$ cat src/rtl/led_fade_pwm_if.sv
// LED fade bus: chaser pattern in, PWM drive and activity flag out.
//   led_in  : one-hot pattern from the chaser (asynchronous to clk)
//   led_out : PWM-modulated LED drive (registered)
//   active  : high while any channel still has a non-zero level
// master = pattern source / LED consumer, slave = led_fade_pwm.
interface led_fade_pwm_if #(
  parameter int N = 4
);
  logic [N-1:0] led_in;
  logic [N-1:0] led_out;
  logic         active;

  modport master (output led_in, input led_out, input active);
  modport slave  (input led_in, output led_out, output active);
endinterface

$ cat src/rtl/led_fade_pwm.sv
// led_fade_pwm: lights each LED at full brightness while its chaser bit is
// high, then fades it out by PWM so a comet tail trails the running light.
// Ports:
//   clk  : main board clock
//   rst  : synchronous reset, active high
//   bus  : led_fade_pwm_if.slave (led_in, led_out, active)
// Optional feature macro: LED_FADE_GAMMA_EN -- squares the level to get the
// PWM duty (approximate gamma 2) at the cost of one extra pipeline stage.

// Per-channel slice: input synchroniser, level register, duty and PWM output.
module led_fade_chan #(
  parameter int W          = 8,
  parameter int DECAY_STEP = 16
) (
  input  logic         clk,
  input  logic         rst,
  input  logic         din,
  input  logic         tick,
  input  logic [W-1:0] pwm_cnt,
  output logic         lvl_nz,
  output logic         pwm_o
);
  localparam logic [W-1:0] LVL_MAX = '1;
  localparam logic [W-1:0] STEP    = W'(DECAY_STEP);

  logic [1:0]   sync_q, sync_d;
  logic [W-1:0] level_q, level_d;
  logic         out_q, out_d;

`ifdef LED_FADE_GAMMA_EN
  logic [W-1:0]   duty_q, duty_d;
  logic           full_q, full_d;
  logic [2*W-1:0] sq;
`endif

  always_comb begin
    sync_d = {sync_q[0], din};
    // Attack beats decay when both land on the same cycle.
    level_d = level_q;
    if (sync_q[1])
      level_d = LVL_MAX;
    else if (tick)
      level_d = (level_q > STEP) ? level_q - STEP : '0;
`ifdef LED_FADE_GAMMA_EN
    sq     = (2*W)'(level_q) * (2*W)'(level_q);
    duty_d = sq[2*W-1:W];
    // Full-scale flag travels with the duty so force-on stays aligned.
    full_d = (level_q == LVL_MAX);
    out_d  = full_q | (duty_q > pwm_cnt);
`else
    // Force-on at full scale avoids the 1/2^W dropout at pwm_cnt==max.
    out_d  = (level_q == LVL_MAX) | (level_q > pwm_cnt);
`endif
  end

  always_ff @(posedge clk) begin
    if (rst) begin
      sync_q  <= '0;
      level_q <= '0;
      out_q   <= 1'b0;
`ifdef LED_FADE_GAMMA_EN
      duty_q  <= '0;
      full_q  <= 1'b0;
`endif
    end else begin
      sync_q  <= sync_d;
      level_q <= level_d;
      out_q   <= out_d;
`ifdef LED_FADE_GAMMA_EN
      duty_q  <= duty_d;
      full_q  <= full_d;
`endif
    end
  end

  assign lvl_nz = |level_q;
  assign pwm_o  = out_q;
endmodule

module led_fade_pwm #(
  parameter int N          = 4,
  parameter int W          = 8,
  parameter int PWM_DIV    = 1,
  parameter int DECAY_DIV  = 250000,
  parameter int DECAY_STEP = 16
) (
  input  logic           clk,
  input  logic           rst,
  led_fade_pwm_if.slave  bus
);
  localparam int DCW = (DECAY_DIV > 1) ? $clog2(DECAY_DIV) : 1;
  localparam int PCW = (PWM_DIV > 1) ? $clog2(PWM_DIV) : 1;

  logic [DCW-1:0] dec_cnt_q, dec_cnt_d;
  logic [PCW-1:0] pre_q, pre_d;
  logic [W-1:0]   pwm_cnt_q, pwm_cnt_d;
  logic           active_q, active_d;
  logic           dec_tick, pwm_wrap;
  logic [N-1:0]   lvl_nz, pwm_o;

  always_comb begin
    dec_tick  = (dec_cnt_q == DCW'(DECAY_DIV - 1));
    dec_cnt_d = dec_tick ? '0 : dec_cnt_q + 1'b1;
    pwm_wrap  = (pre_q == PCW'(PWM_DIV - 1));
    pre_d     = pwm_wrap ? '0 : pre_q + 1'b1;
    pwm_cnt_d = pwm_wrap ? pwm_cnt_q + 1'b1 : pwm_cnt_q;
    // Levels sampled before this edge's update: falls a cycle after the last hits 0.
    active_d  = |lvl_nz;
  end

  always_ff @(posedge clk) begin
    if (rst) begin
      dec_cnt_q <= '0;
      pre_q     <= '0;
      pwm_cnt_q <= '0;
      active_q  <= 1'b0;
    end else begin
      dec_cnt_q <= dec_cnt_d;
      pre_q     <= pre_d;
      pwm_cnt_q <= pwm_cnt_d;
      active_q  <= active_d;
    end
  end

  for (genvar i = 0; i < N; i++) begin : g_chan
    led_fade_chan #(.W(W), .DECAY_STEP(DECAY_STEP)) u_chan (
      .clk     (clk),
      .rst     (rst),
      .din     (bus.led_in[i]),
      .tick    (dec_tick),
      .pwm_cnt (pwm_cnt_q),
      .lvl_nz  (lvl_nz[i]),
      .pwm_o   (pwm_o[i])
    );
  end

  assign bus.led_out = pwm_o;
  assign bus.active  = active_q;
endmodule

$ cat src/flat_wrapper.sv
// flat-port wrapper written by rule: the top's interface ports become plain ports
module led_fade_pwm_flat 
#(
  parameter int N          = 4,
  parameter int W          = 8,
  parameter int PWM_DIV    = 1,
  parameter int DECAY_DIV  = 250000,
  parameter int DECAY_STEP = 16
)
  (clk, rst, bus_led_in, bus_led_out, bus_active);
  led_fade_pwm_if #(.N(N)) bus_i ();
  input  logic clk;
  input  logic rst;
  input wire logic [$bits(bus_i.led_in)-1:0] bus_led_in;
  output wire logic [$bits(bus_i.led_out)-1:0] bus_led_out;
  output wire logic [$bits(bus_i.active)-1:0] bus_active;
  assign bus_i.led_in = bus_led_in;
  assign bus_led_out = bus_i.led_out;
  assign bus_active = bus_i.active;
  led_fade_pwm #(.N(N), .W(W), .PWM_DIV(PWM_DIV), .DECAY_DIV(DECAY_DIV), .DECAY_STEP(DECAY_STEP)) u_core (.clk(clk), .rst(rst), .bus(bus_i));
endmodule
$ cat config.mk
export PLATFORM = sky130hd
export DESIGN_NAME = led_fade_pwm_flat
export DESIGN_NICKNAME = d
export VERILOG_FILES = /design/src/rtl/led_fade_pwm_if.sv /design/src/rtl/led_fade_pwm.sv /design/src/flat_wrapper.sv
export SDC_FILE = /design/constraint.sdc
export NUM_CORES = 1
export LEC_CHECK = 0
export CORE_UTILIZATION = 34
export CTS_BUF_LIST = sky130_fd_sc_hd__clkbuf_16
export DETAILED_ROUTE_END_ITERATION = 8
export GPL_TIMING_DRIVEN = 0
export SYNTH_ARGS = -nofsm -noshare
export SYNTH_HDL_FRONTEND = slang
export SYNTH_SLANG_ARGS = --single-unit
$ cat constraint.sdc
create_clock -name clk -period 4 [get_ports clk]
set_clock_uncertainty 0.2 [all_clocks]
set_input_delay 0.8 -clock clk [delete_from_list [all_inputs] [get_ports clk]]
set_output_delay 0.8 -clock clk [all_outputs]
set_load 0.03 [all_outputs]
==> run metrics <==
pwr dens 437 mW/mm2; share of cells above drive strength 1 7.21%; Leakage 1.52 nW; Initial Utilization 35.4%; vias 2675; Setup TNS Final 0 ns; status finished, final reports clean; mapped cell area 0.00330 mm2; CTS Root Buffer Type clkbuf_16; TritonCTS clock tree yes; chip height 101 um; Mapped Avg Cell Area 8.79 um2; Synth Register Bits 60; crit start category input port; iteration-0 DRC count of the detailed router 113; Non-Filler Instances 531; Chip Width 101 um; MaxCap Viol Count 0; largest net degree at the start of global routing 13; initial antenna violation count 0; I/O Pins 11; fmax 412 MHz; grt ovf 0; CP Max Fanout 10; # DRC 0; post-cts resize count 0; Inst Count DP 515; first-pass GRT wire length 12500 um; final hold vios 0; sequential cell area 0.00120 mm2; Post CTS Setup Buffer Count 0; vias in the first global route 2553; Ant. Diodes 0; CP required 3.98 ns; Synth Flop Type dfxtp_1; Routed WL 7240 um; Syn-to-layout area delta 17.8%; clock sinks 60; Hold WC Path Type flop to flop; Post-DRT Antenna Nets 0; H-Tree Depth 3; via/cell ratio 5.04; setup violators final 0; number of I/O port buffers 10; DR WL/cell 13.6 um; RSZ-0062 raised after global routing false; row count 35; Syn Nets 428; clock-pin slew on the worst setup and hold paths 0.05 ns; 1st-pass router iterations 4; post-layout min period 2.43 ns; EDFF count, synth 0; die area 0.0101 mm2; gpl congestion 0.763; Synth Instances 376; CP Class input port to flop; FFs w/ async S/R, synth 0%; period utilization 60.7%; Yosys Warn Count 0; commonest cells after routing, fill and taps aside dfxtp_1 (60), ha_1 (46), nor2_1 (45); maximum VDD drop 0.233 mV; Clk Latency, worst-skew pair 0.33 ns; max-slew violations 0; area of the multi-input gates 0.00194 mm2; GR Util All Layers 16.1%; core area 0.00933 mm2; Max Root-Sink Buffers 2; slew margin rel. 51.1%; Inserted Clock Buffers 9; Worst Setup End Kind flop; worst-margin pin slew 0.727 ns; WP data arrival 2.40 ns; post-synth cell types 39; sequential share of the synthesized area 36.3%; Fillers 897; detailed placer's ending HPWL 5340 um; hold_buf cts 0; most common cell after layout, fill and taps aside dfxtp_1; Nets 449
## worst max-delay path, cell delays in order
cell	delay (ns)
clkdlybuf4s50_1	0.49
clkbuf_1	0.40
clkbuf_1	0.43
o21bai_1	0.18
o22ai_1	0.10
## sequential cells by signal (all words and copies together) (netlist names)
signal / count
u_core.bus.active: 1
u_core.dec_cnt_q: 18
u_core.pwm_cnt_q: 8
u_core.g_chan.u_chan.pwm_o: 4
u_core.pre_q: 1
u_core.g_chan.u_chan.level_q: 20
u_core.g_chan.u_chan.sync_q: 8
## per-stage QoR
stage | util [%] | setup WS, ns | instance area, um2 | total power [mW] | hold slack (ns)
global placement | 38.2 | 1.21 | 3570 | 0.871 | 0.216
detailed placement | 38.2 | 1.19 | 3570 | 0.879 | 0.228
CTS | 41.7 | 1.54 | 3890 | 1.73 | 0.241
floorplan | - | 2.08 | 3300 | 0.815 | 0.214
finish | 41.7 | 1.57 | 3890 | 1.70 | 0.232
global route | 41.7 | 1.44 | 3890 | 1.79 | 0.251
## Yosys cell counts (2+ instances only)
library cell | n | area, um2
buf_2 | 2 | 10.0
and4_1 | 2 | 17.5
nor3_1 | 12 | 60.1
buf_4 | 5 | 37.5
and3_1 | 3 | 18.8
a311oi_1 | 8 | 70.1
nand2_1 | 24 | 90.1
o21bai_1 | 3 | 22.5
xor2_1 | 10 | 87.6
a2111oi_0 | 3 | 26.3
nand2_2 | 2 | 12.5
o31a_1 | 3 | 26.3
o211ai_1 | 4 | 30.0
nand4_1 | 17 | 106
o21ai_0 | 2 | 10.0
clkbuf_1 | 4 | 15.0
dfxtp_1 | 60 | 1200
xnor2_1 | 12 | 105
o22ai_1 | 3 | 18.8
nor2b_1 | 13 | 81.3
a41o_1 | 4 | 40.0
or3_1 | 9 | 56.3
ha_1 | 46 | 576
inv_1 | 25 | 93.8
nor2_1 | 45 | 169
a31oi_1 | 9 | 56.3
nand3_1 | 14 | 70.1
a21oi_1 | 21 | 105
## final cells by class
class | count | share of cell area (%)
Multi-Input combinational cell | 279 | 49.9
Sequential cell | 60 | 30.9
Clock buffer | 9 | 5.79
Tap cell | 129 | 4.15
Clock inverter | 7 | 2.57
Timing Repair Buffer | 10 | 2.57
Inverter | 25 | 2.41
Buffer | 12 | 1.70
## final timing paths
check,cells after the start,startpoint,endpoint,slack [ns]
max,5,rst,u_core.g_chan[1].u_chan.pwm_o,1.57
min,1,u_core.g_chan[2].u_chan.sync_q[0],u_core.g_chan[2].u_chan.sync_q[1],0.23
max reg2reg,8,u_core.dec_cnt_q[0],u_core.dec_cnt_q[15],1.68
min reg2reg,1,u_core.g_chan[2].u_chan.sync_q[0],u_core.g_chan[2].u_chan.sync_q[1],0.23
## where the power goes
group | total [mW] | internal, mW | switching, mW
Combinational | 0.207 | 0.0982 | 0.109
Clock | 0.836 | 0.549 | 0.287
Sequential | 0.658 | 0.627 | 0.0318
Total | 1.70 | 1.27 | 0.428
## cell families after synthesis
kind of cell	Yosys count	synth area share, %
compound gates	62	12.8
buf+inv	37	4.85
other cells	1	0.113
xor+xnor	22	5.83
flops	60	36.3
fa+ha+maj	46	17.4
simple gates	147	22.3
mux	1	0.303
## routing by layer
metal  up-vias  share of wire [%]  wire length (um)  GRT usage [%]
met4         0                1.2                85           6.13
met2        44                 45              3280           25.9
li1       1390                  -                 -              -
met1      1234                 49              3580           20.7
met5         -                  0                 0              0
met3         7                4.0               288           4.23
Power figures use the tool's default switching activity.
